### config.mk
export PLATFORM = sky130hd
export DESIGN_NAME = ram_burst_ctrl
export DESIGN_NICKNAME = d
export VERILOG_FILES = /design/src/rtl/ram_burst_ctrl.sv
export SDC_FILE = /design/constraint.sdc
export NUM_CORES = 1
export LEC_CHECK = 0
export CAP_MARGIN = 20
export CORE_MARGIN = 4
export CORE_UTILIZATION = 43
export CTS_CLUSTER_DIAMETER = 200
export DETAILED_ROUTE_END_ITERATION = 10
export PLACE_DENSITY_LB_ADDON = 0.08
export SETUP_SLACK_MARGIN = 0.15
export SLEW_MARGIN = 10
export SYNTH_ARGS = -nofsm -noshare
export SYNTH_HDL_FRONTEND = slang
export SYNTH_SLANG_ARGS = --single-unit
### constraint.sdc
create_clock -name clk -period 2 [get_ports clk]
set_input_delay 0.5 -clock clk [delete_from_list [all_inputs] [get_ports clk]]
set_output_delay 0.5 -clock clk [all_outputs]
set_load 0.01 [all_outputs]
### src/rtl/ram_burst_ctrl.sv
// ram_burst_ctrl: burst sequencer in front of a single-port RAM that samples on negedge.
// Takes a command (direction, base address, beat count minus one) and then either
// accepts write beats over a valid/ready handshake or streams read beats out
// with a fixed one-cycle latency. All RAM pins come from posedge flops, so they are
// stable half a cycle before the RAM samples them.
module ram_burst_ctrl #(
    parameter int ADDR_W = 10,
    parameter int DATA_W = 8
) (
    input  logic              clk,
    input  logic              rst_n,
    input  logic              cmd_valid,
    output logic              cmd_ready,
    input  logic              cmd_rw,
    input  logic [ADDR_W-1:0] cmd_addr,
    input  logic [ADDR_W-1:0] cmd_len,
    input  logic              wr_valid,
    output logic              wr_ready,
    input  logic [DATA_W-1:0] wr_data,
    output logic              rd_valid,
    output logic [DATA_W-1:0] rd_data,
    output logic              busy,
    output logic              done,
    output logic              ram_en,
    output logic              ram_rw,
    output logic [ADDR_W-1:0] ram_addr,
    output logic [DATA_W-1:0] ram_wdata,
    input  logic [DATA_W-1:0] ram_rdata
);

    typedef enum logic [1:0] {
        ST_IDLE  = 2'd0,
        ST_WRITE = 2'd1,
        ST_READ  = 2'd2,
        ST_FIN   = 2'd3
    } state_t;

    localparam logic [ADDR_W-1:0] ADDR_ONE = ADDR_W'(1);

    state_t              state_reg, state_next;
    logic [ADDR_W-1:0]   addr_reg, addr_next;
    logic [ADDR_W-1:0]   cnt_reg, cnt_next;
    logic                ram_en_reg, ram_en_next;
    logic                ram_rw_reg, ram_rw_next;
    logic [ADDR_W-1:0]   ram_addr_reg, ram_addr_next;
    logic [DATA_W-1:0]   ram_wdata_reg, ram_wdata_next;
    logic                done_reg, done_next;
    logic                rd_valid_reg;
    logic [DATA_W-1:0]   rd_data_reg;

    assign cmd_ready = (state_reg == ST_IDLE);
    assign wr_ready  = (state_reg == ST_WRITE);
    assign busy      = (state_reg != ST_IDLE);
    assign done      = done_reg;
    assign ram_en    = ram_en_reg;
    assign ram_rw    = ram_rw_reg;
    assign ram_addr  = ram_addr_reg;
    assign ram_wdata = ram_wdata_reg;
    assign rd_valid  = rd_valid_reg;
    assign rd_data   = rd_data_reg;

    // Next-state and next RAM-pin values; the RAM is idle unless a beat is issued this cycle.
    always_comb begin
        state_next     = state_reg;
        addr_next      = addr_reg;
        cnt_next       = cnt_reg;
        ram_en_next    = 1'b0;
        ram_rw_next    = ram_rw_reg;
        ram_addr_next  = ram_addr_reg;
        ram_wdata_next = ram_wdata_reg;
        done_next      = 1'b0;
        case (state_reg)
            ST_IDLE: begin
                if (cmd_valid) begin
                    addr_next  = cmd_addr;
                    cnt_next   = cmd_len;
                    state_next = cmd_rw ? ST_READ : ST_WRITE;
                end
            end
            ST_WRITE: begin
                // A cycle without wr_valid is a gap: no RAM access, nothing advances.
                if (wr_valid) begin
                    ram_en_next    = 1'b1;
                    ram_rw_next    = 1'b0;
                    ram_addr_next  = addr_reg;
                    ram_wdata_next = wr_data;
                    addr_next      = addr_reg + ADDR_ONE;
                    cnt_next       = cnt_reg - ADDR_ONE;
                    if (cnt_reg == '0) begin
                        state_next = ST_FIN;
                    end
                end
            end
            ST_READ: begin
                // Reads never stall: one address per cycle until the count runs out.
                ram_en_next   = 1'b1;
                ram_rw_next   = 1'b1;
                ram_addr_next = addr_reg;
                addr_next     = addr_reg + ADDR_ONE;
                cnt_next      = cnt_reg - ADDR_ONE;
                if (cnt_reg == '0) begin
                    state_next = ST_FIN;
                end
            end
            ST_FIN: begin
                done_next  = 1'b1;
                state_next = ST_IDLE;
            end
            default: begin
                state_next = ST_IDLE;
            end
        endcase
    end

    // State, burst pointer/counter and registered RAM pins.
    always_ff @(posedge clk or negedge rst_n) begin
        if (!rst_n) begin
            state_reg     <= ST_IDLE;
            addr_reg      <= '0;
            cnt_reg       <= '0;
            ram_en_reg    <= 1'b0;
            ram_rw_reg    <= 1'b1;
            ram_addr_reg  <= '0;
            ram_wdata_reg <= '0;
            done_reg      <= 1'b0;
        end else begin
            state_reg     <= state_next;
            addr_reg      <= addr_next;
            cnt_reg       <= cnt_next;
            ram_en_reg    <= ram_en_next;
            ram_rw_reg    <= ram_rw_next;
            ram_addr_reg  <= ram_addr_next;
            ram_wdata_reg <= ram_wdata_next;
            done_reg      <= done_next;
        end
    end

    // Capture RAM read data only after a read-enabled cycle, so undefined RAM output never leaks.
    always_ff @(posedge clk or negedge rst_n) begin
        if (!rst_n) begin
            rd_valid_reg <= 1'b0;
            rd_data_reg  <= '0;
        end else begin
            rd_valid_reg <= ram_en_reg && ram_rw_reg;
            if (ram_en_reg && ram_rw_reg) begin
                rd_data_reg <= ram_rdata;
            end
        end
    end

endmodule
# Word level (Yosys, flattened, before mapping)

Index checks and enable logic that the tools add are counted.

Register bits after elaboration: 52
Output and inout bits: 33
Word-level logic and storage cells: 45

$add $sub $neg: 2
Equality and inequality tests: 5
Mux-type cells: 18
Reductions and logical operators: 10

Operators by type and width:

| kind                                                                  | number |
|---|---|
| 10-bit case mux with 3 select lines                                   | 2 |
| 10-bit 2-to-1 mux                                                     | 5 |
| 10-bit case mux with 2 select lines                                   | 1 |
| 10-bit by 1-bit adder with 10-bit output, second input constant       | 1 |
| 10-bit logical NOT                                                    | 1 |
| 10-bit by 1-bit subtractor with 10-bit output, second input constant  | 1 |
| 2-bit 2-to-1 mux                                                      | 4 |
| 2-bit case mux with 4 select lines                                    | 1 |
| 2-bit AND reduction                                                   | 3 |
| 2-bit equality test, second input constant                            | 2 |
| 2-bit inequality test, second input constant                          | 2 |
| 1-bit case mux with 2 select lines                                    | 2 |
| 2-bit nonzero test                                                    | 2 |
| 1-bit 2-to-1 mux                                                      | 3 |
| 3-bit AND reduction                                                   | 1 |
| 3-bit nonzero test                                                    | 1 |
| 2-bit by 1-bit equality test with 1-bit output, second input constant | 1 |
| 2-bit logical NOT                                                     | 1 |
| 1-bit logical AND                                                     | 1 |

# Depth between registers and ports, before layout

Depth in word-level cells: 4
Depth in mapped cells: 9

# Least setup slack after synthesis

No wires, ideal clock.

Path type: register to register
From: register state_reg[0]
To: register addr_reg[6]
Setup time: 0.069 ns
Arrival: 2.031 ns
Required time: 1.931 ns
Path slack: -0.100 ns
Stages on the path, launching flop included: 9
Cell sequence: dfrtp_1 inv_1 ha_1 nor2b_4 buf_6 or3_1 buf_6 or4_1 nand3_1

Word-level cells in the longest chain between the ends: 3

Ends and longest elaborated chain:

| element                                                                             | line | text |
|---|---|---|
| start: declaration                                                                  | 40   | `state_t state_reg, state_next;` |
| start signal: assignment                                                            | 127  | `state_reg <= state_next;` |
| 2-bit logical NOT *                                                                 | n/a  |  |
| net cmd_ready                                                                       | 13   | `output logic cmd_ready,` |
| 2-bit inequality test (no source line) / 3-bit nonzero test (equally long branches) | n/a  |  |
| 3-bit AND reduction (no source line)                                                | n/a  |  |
| end signal: assignment                                                              | 128  | `addr_reg <= addr_next;` |
| end: declaration                                                                    | 41   | `logic [ADDR_W-1:0] addr_reg, addr_next;` |

The timed path passes the listed nets; every way through them passes the cells marked *.
A chain may end at the register's enable or synchronous reset.

# Worst setup path after layout

From: register state_reg[0]
To: register cnt_reg[2]

Word-level cells in the longest chain between the ends: 3

Ends and longest elaborated chain:

| element                                                                             | line | text |
|---|---|---|
| 2-bit by 1-bit equality test with 1-bit output, or another cell as far along        | 72   | `case (state_reg)` |
| 2-bit inequality test (no source line) / 3-bit nonzero test (equally long branches) | n/a  |  |
| 3-bit AND reduction (no source line)                                                | n/a  |  |
| end signal: assignment                                                              | 129  | `cnt_reg <= cnt_next;` |
| end: declaration                                                                    | 42   | `logic [ADDR_W-1:0] cnt_reg, cnt_next;` |

Several ways; a longest one is shown, not always the timed one.

==> impl_metrics.toml <==
[cts]
postCtsHoldBufs = 0
worstSkewPairLatency_ps = 300
ctsLongestPathBuffers = 2
cts_root_buf = "clkbuf_8"
cts_tree = "done"
clock_sinks = 52
numCtsBuffers = 5
htreeDepth = 2
clk_pin_slew_ps = 90

[critical_path]
reg2reg_slack_ps = 110
cp.arrival_ps = 2090
rr_worst_depth = 6
startpoint_type = "flip-flop"
critPathRequiredTime_ps = 2200
r2r-start = "state_reg[0]$_DFFE_PN0P_"
crit_fanout = 8
worstSetupEndpointType = "flip-flop"
crit_type = "reg -> reg"
r2r-end = "cnt_reg[2]$_DFFE_PN0P_"

[synth]
synth-async-reset-ratio = 1.00
synthAdderAreaFrac = 0.0339
synth_edf_count = 0
synth_seq_cells = 52
synth_xor_xnor_area_share = 0
syn_inst = 233
ys.flop_type = "dfrtp_1"
synth-simple-area-share = 0.144
synth-seq-area-share = 0.505
synth_compound_area_frac = 0.138
yosys.cell_types.count = 46
synth_mux_area_frac = 0.140
synth_top_family_by_area = "simple AND/OR/NAND/NOR gates"
syn-mean-instance-area_sq_um = 11.1
yosys_warnings = 0
synth_area_sq_mm = 0.00258
syn_nets = 281

[detailed_routing]
ant_nets = 0
vias = 2257
dr.pass1.iters = 4
totalWireLength_microns = 6500
viasPerCell = 5.53
initialDrtViolationCount = 73
wl_per_cell_microns = 15.9
drcViolationCount = 0

[power_and_ir_drop]
pwr_density_cell_mw_per_mm2 = 1850
power_leakage_uw = 0.00164
power_uw = 7170
ir_drop_mv = 0.903

[timing]
period_needed_ps = 1890
slew_headroom = 0.729
finalSetupViolations = 0
worstMarginPinSlew_ps = 405
drv_slew = 0
hold_viol = 0
min_period_over_period = 0.946
finalClockSkew_ps = 7.33
whs_ps = 178
fin_setup_tns_ps = 0
timing.fmax_ghz = 0.529
rsz0062_at_grt = "yes"

[die]
io_pins = 74
dieArea_sq_mm = 0.00730
core_sq_mm = 0.00568
rows = 27
die_h_microns = 85.5
initial_core_util = 0.455
die_w_microns = 85.5

[global_route]
grt-ovfl-total = 0
antenna_found_initial = 0
grt_max_degree = 53
grt.total_usage = 0.184
grt_pass1_vias = 2234
grt_pass1_wl_microns = 10900

[placed_design]
numPortBuffers = 73
dp_cells = 387
place_hpwl_microns = 4490
gp_congestion = 0.886

[cells_and_area]
syn2layout_area_growth_pct = 50.4
n_antenna_cell = 0
stdcell_count = 408
finish.net_count = 383
n_fill_cell = 457
layout-drive-gt1-share = 0.289

[job]
drv_cap = 0

[run_status]
status = "finished, final reports clean"

[min_path]
hold_class = "in -> async"
layer usage:
layer  track usage  routed length [microns]
met1         0.256                     3020
met2         0.292                     3050
met3        0.0388                      348
met4        0.0489                       82
met5             0                        0
worst max-delay path: stages (launching register included):
cell and delay [ps]:
dfrtp_1 410, buf_6 140, buf_6 110, ha_4 170, or4_4 540, buf_8 160, o221a_2 250
power by group:
group	switching, uW	total, uW	internal [uW]	leakage, uW
Clock	337	618	282	0.0000445
Sequential	467	2090	1620	0.000613
Combinational	2010	4460	2450	0.000985
synthesized netlist by cell type, drive strengths merged (3+ instances only):
master,instances,area [sq um]
nand3,5,25.0
o21ai,11,55.1
nor3,5,25.0
nand2,20,75.1
clkbuf,9,33.8
a221o,3,30.0
o221a,3,33.8
mux2i,8,80.1
or4,5,37.5
ha,7,87.6
nor4,8,56.3
dfrtp,51,1280
a21oi,9,45.0
a31oi,3,18.8
mux2,25,282
buf,4,32.5
nor2,12,45.0
inv,9,33.8
layout by cell type, fill, tap and decap left out, types with 8 or more instances in the layout:
master / synthesis / routed
o21ai_0: 11 / 9
nor2_1: 12 / 12
dfrtp_1: 51 / 51
clkdlybuf4s50_1: 0 / 68
buf_4: 0 / 23
nand2_1: 20 / 20
mux2_2: 25 / 25
buf_6: 2 / 9
a21oi_1: 9 / 9
mux2i_1: 8 / 8
what timing repair did:
action	in CTS	in global routing
setup buffers	8	4
resized for setup	26	23
pin swaps	5	9
gates cloned	1	0
endpoints found under the setup margin	17	21
worst max-delay path by stage:
stage,startpoint,endpoint,slack [ps],depth (start not counted)
5_1_grt,state_reg[0]$_DFFE_PN0P_,addr_reg[3]$_DFFE_PN0P_,60,7
3_3_place_gp,cmd_valid,addr_reg[8]$_DFFE_PN0P_,-210,6
3_5_place_dp,cmd_valid,addr_reg[8]$_DFFE_PN0P_,-240,6
4_1_cts,state_reg[0]$_DFFE_PN0P_,wr_ready,110,4
2_1_floorplan,state_reg[0]$_DFFE_PN0P_,addr_reg[6]$_DFFE_PN0P_,70,8
6_report,state_reg[0]$_DFFE_PN0P_,cnt_reg[2]$_DFFE_PN0P_,110,6
metrics by stage:
step,instance area (sq um),util,setup WS [ps]
3_5_place_dp,3530,0.622,-237
2_1_floorplan,2610,-,69.4
4_1_cts,3760,0.662,115
6_report,3880,0.684,108
5_1_grt,3880,0.684,62.4
3_3_place_gp,3530,0.622,-213
kinds of logic after synthesis:
logic type               Yosys count
AND/OR/NAND/NOR                   69
AO/OA/AOI/OAI                     50
buffers and inverters             22
adder cells (fa/ha/maj)            7
flip-flops                        52
multiplexers                      33
layout make-up:
cell class | instances | area (sq um) | share of cell area
clock inverters | 1 | 7.51 | 0.00193
well taps | 72 | 90.1 | 0.0232
flip-flops and latches | 52 | 1300 | 0.336
clock buffers | 7 | 86.3 | 0.0222
inverters | 9 | 42.5 | 0.0110
multi-input cells | 160 | 1330 | 0.344
repair buffers | 107 | 1020 | 0.262
No activity file was read; power rests on OpenSTA's default activity.
